### src/rtl/adc_test_unit.sv
// Preamp + dual-channel ADC bring-up: programs the preamp gain once, then loops conversions
// and shows the top 8 bits of channel A on the LEDs (channel B with ADC_LED_CHAN_B_EN).
module adc_test_unit #(
  parameter int unsigned CLK_DIV  = 1,
  parameter logic [7:0]  AMP_GAIN = 8'h11
) (
  input  logic       clk,
  input  logic       reset,
  output logic       spi_sck,
  output logic       amp_cs,
  output logic       spi_mosi,
  input  logic       spi_miso,
  output logic       ad_conv,
  output logic       spi_ss_b,
  output logic       dac_cs,
  output logic       sf_ce0,
  output logic       fpga_init_b,
  output logic       amp_shdn,
  output logic       dac_clr,
  output logic [7:0] led
);

  localparam int unsigned CntW = $clog2(2 * CLK_DIV + 1);
  localparam logic [CntW-1:0] HalfEnd = CntW'(CLK_DIV - 1);
  localparam logic [CntW-1:0] GapEnd  = CntW'(2 * CLK_DIV - 1);

  typedef enum logic [2:0] {
    StAmpLoad,
    StAmpShift,
    StAmpGap,
    StConv,
    StRead,
    StUpdate
  } state_e;

  state_e          state_q, state_d;
  logic [CntW-1:0] cnt_q, cnt_d;
  logic [5:0]      bit_q, bit_d;
  logic            sck_q, sck_d;
  logic            cs_q, cs_d;
  logic            mosi_q, mosi_d;
  logic            conv_q, conv_d;
  logic [7:0]      amp_sh_q, amp_sh_d;
  logic [33:0]     sh_q, sh_d;
  logic [13:0]     cha_q, cha_d;
  logic [13:0]     chb_q, chb_d;
  logic            half_tick;

  // Park every other device on the shared bus.
  assign spi_ss_b    = 1'b1;
  assign dac_cs      = 1'b1;
  assign sf_ce0      = 1'b1;
  assign fpga_init_b = 1'b1;
  assign amp_shdn    = 1'b0;
  assign dac_clr     = 1'b1;

  assign spi_sck  = sck_q;
  assign amp_cs   = cs_q;
  assign spi_mosi = mosi_q;
  assign ad_conv  = conv_q;

`ifdef ADC_LED_CHAN_B_EN
  assign led = chb_q[13:6];
`else
  assign led = cha_q[13:6];
`endif

  logic unused_bits;
  assign unused_bits = ^{amp_sh_q[7], sh_q[33], cha_q, chb_q};

  assign half_tick = (cnt_q == HalfEnd);

  always_comb begin
    state_d  = state_q;
    cnt_d    = cnt_q;
    bit_d    = bit_q;
    sck_d    = sck_q;
    cs_d     = cs_q;
    mosi_d   = mosi_q;
    conv_d   = conv_q;
    amp_sh_d = amp_sh_q;
    sh_d     = sh_q;
    cha_d    = cha_q;
    chb_d    = chb_q;

    unique case (state_q)
      StAmpLoad: begin
        amp_sh_d = AMP_GAIN;
        cs_d     = 1'b0;
        mosi_d   = AMP_GAIN[7];
        cnt_d    = '0;
        bit_d    = '0;
        sck_d    = 1'b0;
        state_d  = StAmpShift;
      end
      StAmpShift: begin
        if (half_tick) begin
          cnt_d = '0;
          sck_d = ~sck_q;
          // Falling edge: present the next gain bit.
          if (sck_q) begin
            amp_sh_d = {amp_sh_q[6:0], 1'b0};
            mosi_d   = amp_sh_q[6];
            bit_d    = bit_q + 6'd1;
            if (bit_q == 6'd7) begin
              cs_d    = 1'b1;
              mosi_d  = 1'b0;
              bit_d   = '0;
              state_d = StAmpGap;
            end
          end
        end else begin
          cnt_d = cnt_q + 1'b1;
        end
      end
      StAmpGap: begin
        if (cnt_q == GapEnd) begin
          cnt_d   = '0;
          conv_d  = 1'b1;
          state_d = StConv;
        end else begin
          cnt_d = cnt_q + 1'b1;
        end
      end
      StConv: begin
        if (cnt_q == GapEnd) begin
          cnt_d   = '0;
          bit_d   = '0;
          sck_d   = 1'b0;
          conv_d  = 1'b0;
          state_d = StRead;
        end else begin
          cnt_d = cnt_q + 1'b1;
        end
      end
      StRead: begin
        if (half_tick) begin
          cnt_d = '0;
          sck_d = ~sck_q;
          if (!sck_q) begin
            sh_d = {sh_q[32:0], spi_miso};
          end else begin
            if (bit_q != 6'd34) bit_d = bit_q + 6'd1;
            if (bit_q == 6'd33) state_d = StUpdate;
          end
        end else begin
          cnt_d = cnt_q + 1'b1;
        end
      end
      StUpdate: begin
        cha_d   = sh_q[31:18];
        chb_d   = sh_q[15:2];
        cnt_d   = '0;
        conv_d  = 1'b1;
        state_d = StConv;
      end
      default: begin
        state_d = StAmpLoad;
      end
    endcase
  end

  always_ff @(posedge clk) begin
    if (reset) begin
      state_q  <= StAmpLoad;
      cnt_q    <= '0;
      bit_q    <= '0;
      sck_q    <= 1'b0;
      cs_q     <= 1'b1;
      mosi_q   <= 1'b0;
      conv_q   <= 1'b0;
      amp_sh_q <= '0;
      sh_q     <= '0;
      cha_q    <= '0;
      chb_q    <= '0;
    end else begin
      state_q  <= state_d;
      cnt_q    <= cnt_d;
      bit_q    <= bit_d;
      sck_q    <= sck_d;
      cs_q     <= cs_d;
      mosi_q   <= mosi_d;
      conv_q   <= conv_d;
      amp_sh_q <= amp_sh_d;
      sh_q     <= sh_d;
      cha_q    <= cha_d;
      chb_q    <= chb_d;
    end
  end

endmodule

### config.mk
export PLATFORM = sky130hd
export DESIGN_NAME = adc_test_unit
export DESIGN_NICKNAME = d
export VERILOG_FILES = /design/src/rtl/adc_test_unit.sv
export SDC_FILE = /design/constraint.sdc
export NUM_CORES = 1
export LEC_CHECK = 0
export CORE_MARGIN = 5
export CORE_UTILIZATION = 55
export CTS_BUF_LIST = sky130_fd_sc_hd__clkbuf_4
export DETAILED_ROUTE_END_ITERATION = 16
export PLACE_DENSITY_LB_ADDON = 0.2
export SYNTH_ARGS = -nofsm -noshare
export SYNTH_HDL_FRONTEND = slang
export SYNTH_SLANG_ARGS = --single-unit
### constraint.sdc
create_clock -name clk -period 2.48 [get_ports clk]
set_input_delay 0.496 -clock clk [delete_from_list [all_inputs] [get_ports clk]]
set_output_delay 0.496 -clock clk [all_outputs]
set_load 0.05 [all_outputs]
After elaboration in Yosys (flattened, before gate mapping):

Cells that the tools add are included.

* memories: 0
* input bits: 3
* register bits: 68
* latch bits: 0
* bits in read-only memories: 0
* memory bits (writable): 0
* output and inout port bits: 18

* multiplexer cells: 36
* multiply operators: 0
* magnitude comparators: 0
* reductions and logical operators: 17
* equality and inequality tests: 19
* div/mod/pow operators: 0
* bitwise operators: 1
* add/subtract/negate cells: 2
* shifts and indexed selects: 0

Operators with widths (count)
* 6-bit two-way mux: 7
* 3-bit two-way mux: 8
* 6-bit case mux with 4 select lines: 1
* 2-bit inequality test, second input constant: 9
* 3-bit case mux with 6 select lines: 1
* 7-bit two-way mux: 2
* 7-bit case mux with 2 select lines: 1
* 3-bit AND reduction: 4
* 1-bit two-way mux: 9
* 3-bit nonzero test: 3
* 8-bit AND reduction: 1
* 7-bit AND reduction: 1
* 6-bit by 1-bit adder with 6-bit output, second input constant: 1
* 3-bit by 2-bit == test with 1-bit output, second input constant: 2
* 3-bit == test, second input constant: 2
* 6-bit by 3-bit == test with 1-bit output, second input constant: 1
* 6-bit == test, second input constant: 1
* 6-bit inequality test, second input constant: 1
* 1-bit case mux with 3 select lines: 2
* 2-bit case mux with 3 select lines: 1
* 2-bit OR reduction: 3
* 2-bit two-way mux: 2
* 1-bit case mux with 2 select lines: 2
* 4-bit AND reduction: 1
* 9 further kinds: 9

Longest topological paths before layout:

* depth in word-level cells: 5
* depth in mapped cells: 7
* mapped depth without buffers: 6

Worst setup path after synthesis:

Ideal clock, no wire load.

* path kind: register -> register
* start: reg sck_q, in the netlist spi_sck
* end: reg bit_q[3]
* library setup time: 0.070 ns
* setup slack: 0.552 ns
* cell stages (with the launch flop): 5
* data required time: 2.410 ns
* path buffers: 0
* arrival: 1.858 ns
* clock period less this slack: 1.928 ns
* cells stage by stage: dfxtp_1 > nor2b_1 > o311a_1 > or4_1 > a21oi_1

* word-level cells in the longest chain between the ends: 2

RTL lines
* from (decl): RTL line 39 `logic sck_q, sck_d;`
* from (signal assigned): RTL line 180 `sck_q <= sck_d;`
* 2-bit inequality test (no source line)
* 7-bit AND reduction (no source line) *
* to (signal assigned): RTL line 179 `bit_q <= bit_d;`
* to (decl): RTL line 38 `logic [5:0] bit_q, bit_d;`

Every way passes the cells marked *; elsewhere a longest branch is shown, timed or not.
A chain may end at the register's enable or synchronous reset.

Final worst setup path:

* start: reg sck_q, in the netlist spi_sck
* end: out spi_sck

RTL lines
* to (decl): RTL line 9 `output logic spi_sck,`

No word-level cell between the ends.

==> summary.md <==
| Metric | Value |
|---|---|
| Worst ir drop on vdd | `373.7 uV` |
| Final Instance Area | `0.002990 sq mm` |
| Register cell area after layout | `0.001241 sq mm` |
| Area inside the core boundary | `0.004723 sq mm` |
| Count of filler cells inserted in the layout | `430` |
| Clk Tree Root Cell | `clkbuf_4` |
| Area added between synthesis and finish | `11.16%` |
| Number of core rows | `25` |
| Actual slew at the worst max-slew pin | `0.8453 ns` |
| Post-synthesis cell type with the largest combined area | `dfxtp_1` |
| Yosys top cell area share | `46.14%` |
| Total overflow reported by the global router | `0` |
| Deepest clock path buffer count | `2` |
| Average cell area after synthesis | `8.054 sq um` |
| First DRT Iteration DRCs | `189` |
| Final weighted congestion in routability-driven placement | `0.7756` |
| Number of H-tree levels | `3` |
| Post-cts resize count | `0` |
| Endpoint kind of the worst setup timing path | `output port` |
| Maximum clock frequency | `427.3 MHz` |
| Antenna violations before repair | `0` |
| Number of remaining DRC errors | `0` |
| Max-slew headroom | `42.86%` |
| Worst Path Buf+Inv | `1` |
| Routed length per placed instance | `12.66 microns` |
| Delay contributed by the slowest stage of the critical path | `0.88 ns` |
| Yosys warning count | `0` |
| Minimum setup slack in the final design | `0.1398 ns` |
| Global-route wire length before repair | `8.928 mm` |
| Logic depth of the worst path, buffers included | `1` |
| Cells on worst reg2reg path | `6` |
| Final setup violation count | `0` |
| TritonCTS buffer count | `9` |
| Effective utilization at floorplan | `56.95%` |
| Area enclosed by the die boundary | `0.006390 sq mm` |
| Final std cells w/o fill | `412` |
| Proportion of layout cells with a drive suffix above 1 | `7.536%` |
| Family with the most delay on the worst path | `buffers and inverters` |
| CP cell instances | `clkdlybuf4s50_1` |
| Final cycle utilization of the critical path | `94.36%` |
| Pin count of the biggest net entering global routing | `33` |
| DRT antenna net count | `0` |
| Most used flip-flop cell after synthesis | `dfxtp_1` |
| RSZ-0062 raised after global routing | `no` |
| Maximum fanout along the worst path | `9` |
| Clock Skews | `0.01160 ns` |
| Gate count after technology mapping | `334` |
| Slowest cell on the critical path | `clkdlybuf4s50_1` |
| Final Net Count | `351` |
| Most used standard cells in the synthesized netlist | `85 x nand2_1, 63 x a21oi_1, 62 x dfxtp_1` |
| Post-synthesis cell area | `0.002690 sq mm` |
| Final antenna diode count | `0` |
| Sequential share of the synthesized area | `46.14%` |
| First-pass iteration count of the detailed router | `5` |
| Cell types occupying the most area after synthesis | `dfxtp_1 46%, nand2_1 12%, a21oi_1 12%` |
| Areal power density over the cells | `668.5 mW/mm^2` |
| Final Hold Vio Count | `0` |
| Worst endpoint data arrival time | `1.84 ns` |
| Cts hold-fix bufs | `0` |
| Max-cap viol count | `0` |
| Total cell area at the placement stage | `0.002816 sq mm` |
| Leakage | `1.026 nW` |
| # clock sinks | `62` |
| Number of top-level pins | `21` |
| Kind of path behind the tightest hold check | `reg2reg` |
| Post-CTS Setup Inserts | `0` |
| DP Worst Slack | `0.3955 ns` |
| Top-count cell post-synth | `nand2_1` |
| Half-perimeter wire length after detailed placement | `3.334 mm` |
| Run status | `complete, no violations` |
| Number of cells on the worst hold path | `2` |
| Port bufs | `14` |
| Vias in the first global route | `1937` |
| Count of flip-flops with a built-in enable after synthesis | `0` |
| Final wirelength | `5.215 mm` |
| Clock insertion delay at the later pin of the skew report | `0.41 ns` |
| Synth Register Bits | `62` |
| Fraction of registers with async set or reset after synthesis | `0%` |
| Total area of multi-input combinational cells | `0.001285 sq mm` |
| Kind of start point of the critical path | `register` |
| Die outline height | `79.94 microns` |
| Critical setup path kind | `reg2out` |
| Tmin final | `2.340 ns` |
| Gr usage total | `18.09%` |
| Critical path data required time | `1.98 ns` |
| Cell count after placement | `397` |
| Total negative slack for setup checks | `0 ns` |
| Yosys cell types | `46` |
| Clock-pin slew on the worst setup and hold paths | `0.10 ns` |
| Detail-routed via count per cell | `5.442` |
| Width of the die | `79.94 microns` |
| Max-slew violation total from the final report | `0` |
| Worst Hold Slack | `0.4513 ns` |
| Total number of vias | `2242` |
| TritonCTS clock tree | `built` |
## where the power goes
part	leakage [nW]	internal (mW)	switching, mW
registers	0.501	1.01	0.0155
logic	0.430	0.0295	0.0801
clock network	0.0939	0.512	0.356
total	1.03	1.55	0.452
## worst reg2reg max path, stage by stage, from the launching register on
cell and delay [ns]:
dfxtp_1 0.37, inv_1 0.09, ha_1 0.30, nor4b_1 0.73
a21oi_1 0.21, a21oi_1 0.21, a311oi_1 0.06
## metal layers
layer	share of wire (%)	vias to the layer above	GRT usage, %
li1	-	1143	-
met1	49	1045	24.23
met2	44	44	25.33
met3	5.5	10	5.756
met4	1.9	0	10.30
met5	0	-	0
## layout by cell type, fill, tap and decap left out, types with 7 or more instances in the layout
cell             netlist  final
ha_1                   7      7
clkbuf_4               0     10
nand2_1               85     85
nand3_1               16     16
clkdlybuf4s50_1        0     13
nor2_1                 9      9
dfxtp_1               62     62
a21oi_1               63     63
inv_1                  7      7
## stage by stage
stage / total power [mW] / utilization [%]
global route: 2.091 / 63.31
finish: 1.999 / 63.31
global placement: 1.151 / 59.63
floorplan: 1.133 / -
CTS: 2.019 / 63.31
detailed placement: 1.153 / 59.63
## worst paths after layout
kind         startpoint  slack [ns]  endpoint
max             spi_sck        0.14   spi_sck
min             sh_q[3]        0.45   sh_q[4]
max reg2reg    cnt_q[0]        0.35  bit_q[2]
min reg2reg     sh_q[3]        0.45   sh_q[4]
## sequential cells by signal, indices dropped and copies added, names as in the netlist
signal	cells
cnt_q	2
cha_q	8
sh_q	32
state_q	3
ad_conv	1
amp_sh_q	7
amp_cs	1
spi_sck	1
spi_mosi	1
bit_q	6
## cell families after synthesis
group / after synthesis / share of synthesized area (%)
AO/OA/AOI/OAI: 87 / 18.47
XOR/XNOR: 1 / 0.3256
adder cells (fa/ha/maj): 7 / 3.256
buffers and inverters: 35 / 6.884
flip-flops: 62 / 46.14
multiplexers: 1 / 0.4186
other: 2 / 0.2792
AND/OR/NAND/NOR: 139 / 24.23
## final cells by class
class | instances | area share [%]
Multi-Input combinational cell | 241 | 42.97
Clock buffer | 10 | 2.510
Sequential cell | 62 | 41.51
Tap cell | 67 | 2.803
Inverter | 7 | 0.8787
Clock inverter | 5 | 3.305
Timing Repair Buffer | 20 | 6.025
Note: power is estimated with default switching activity, not from simulation.
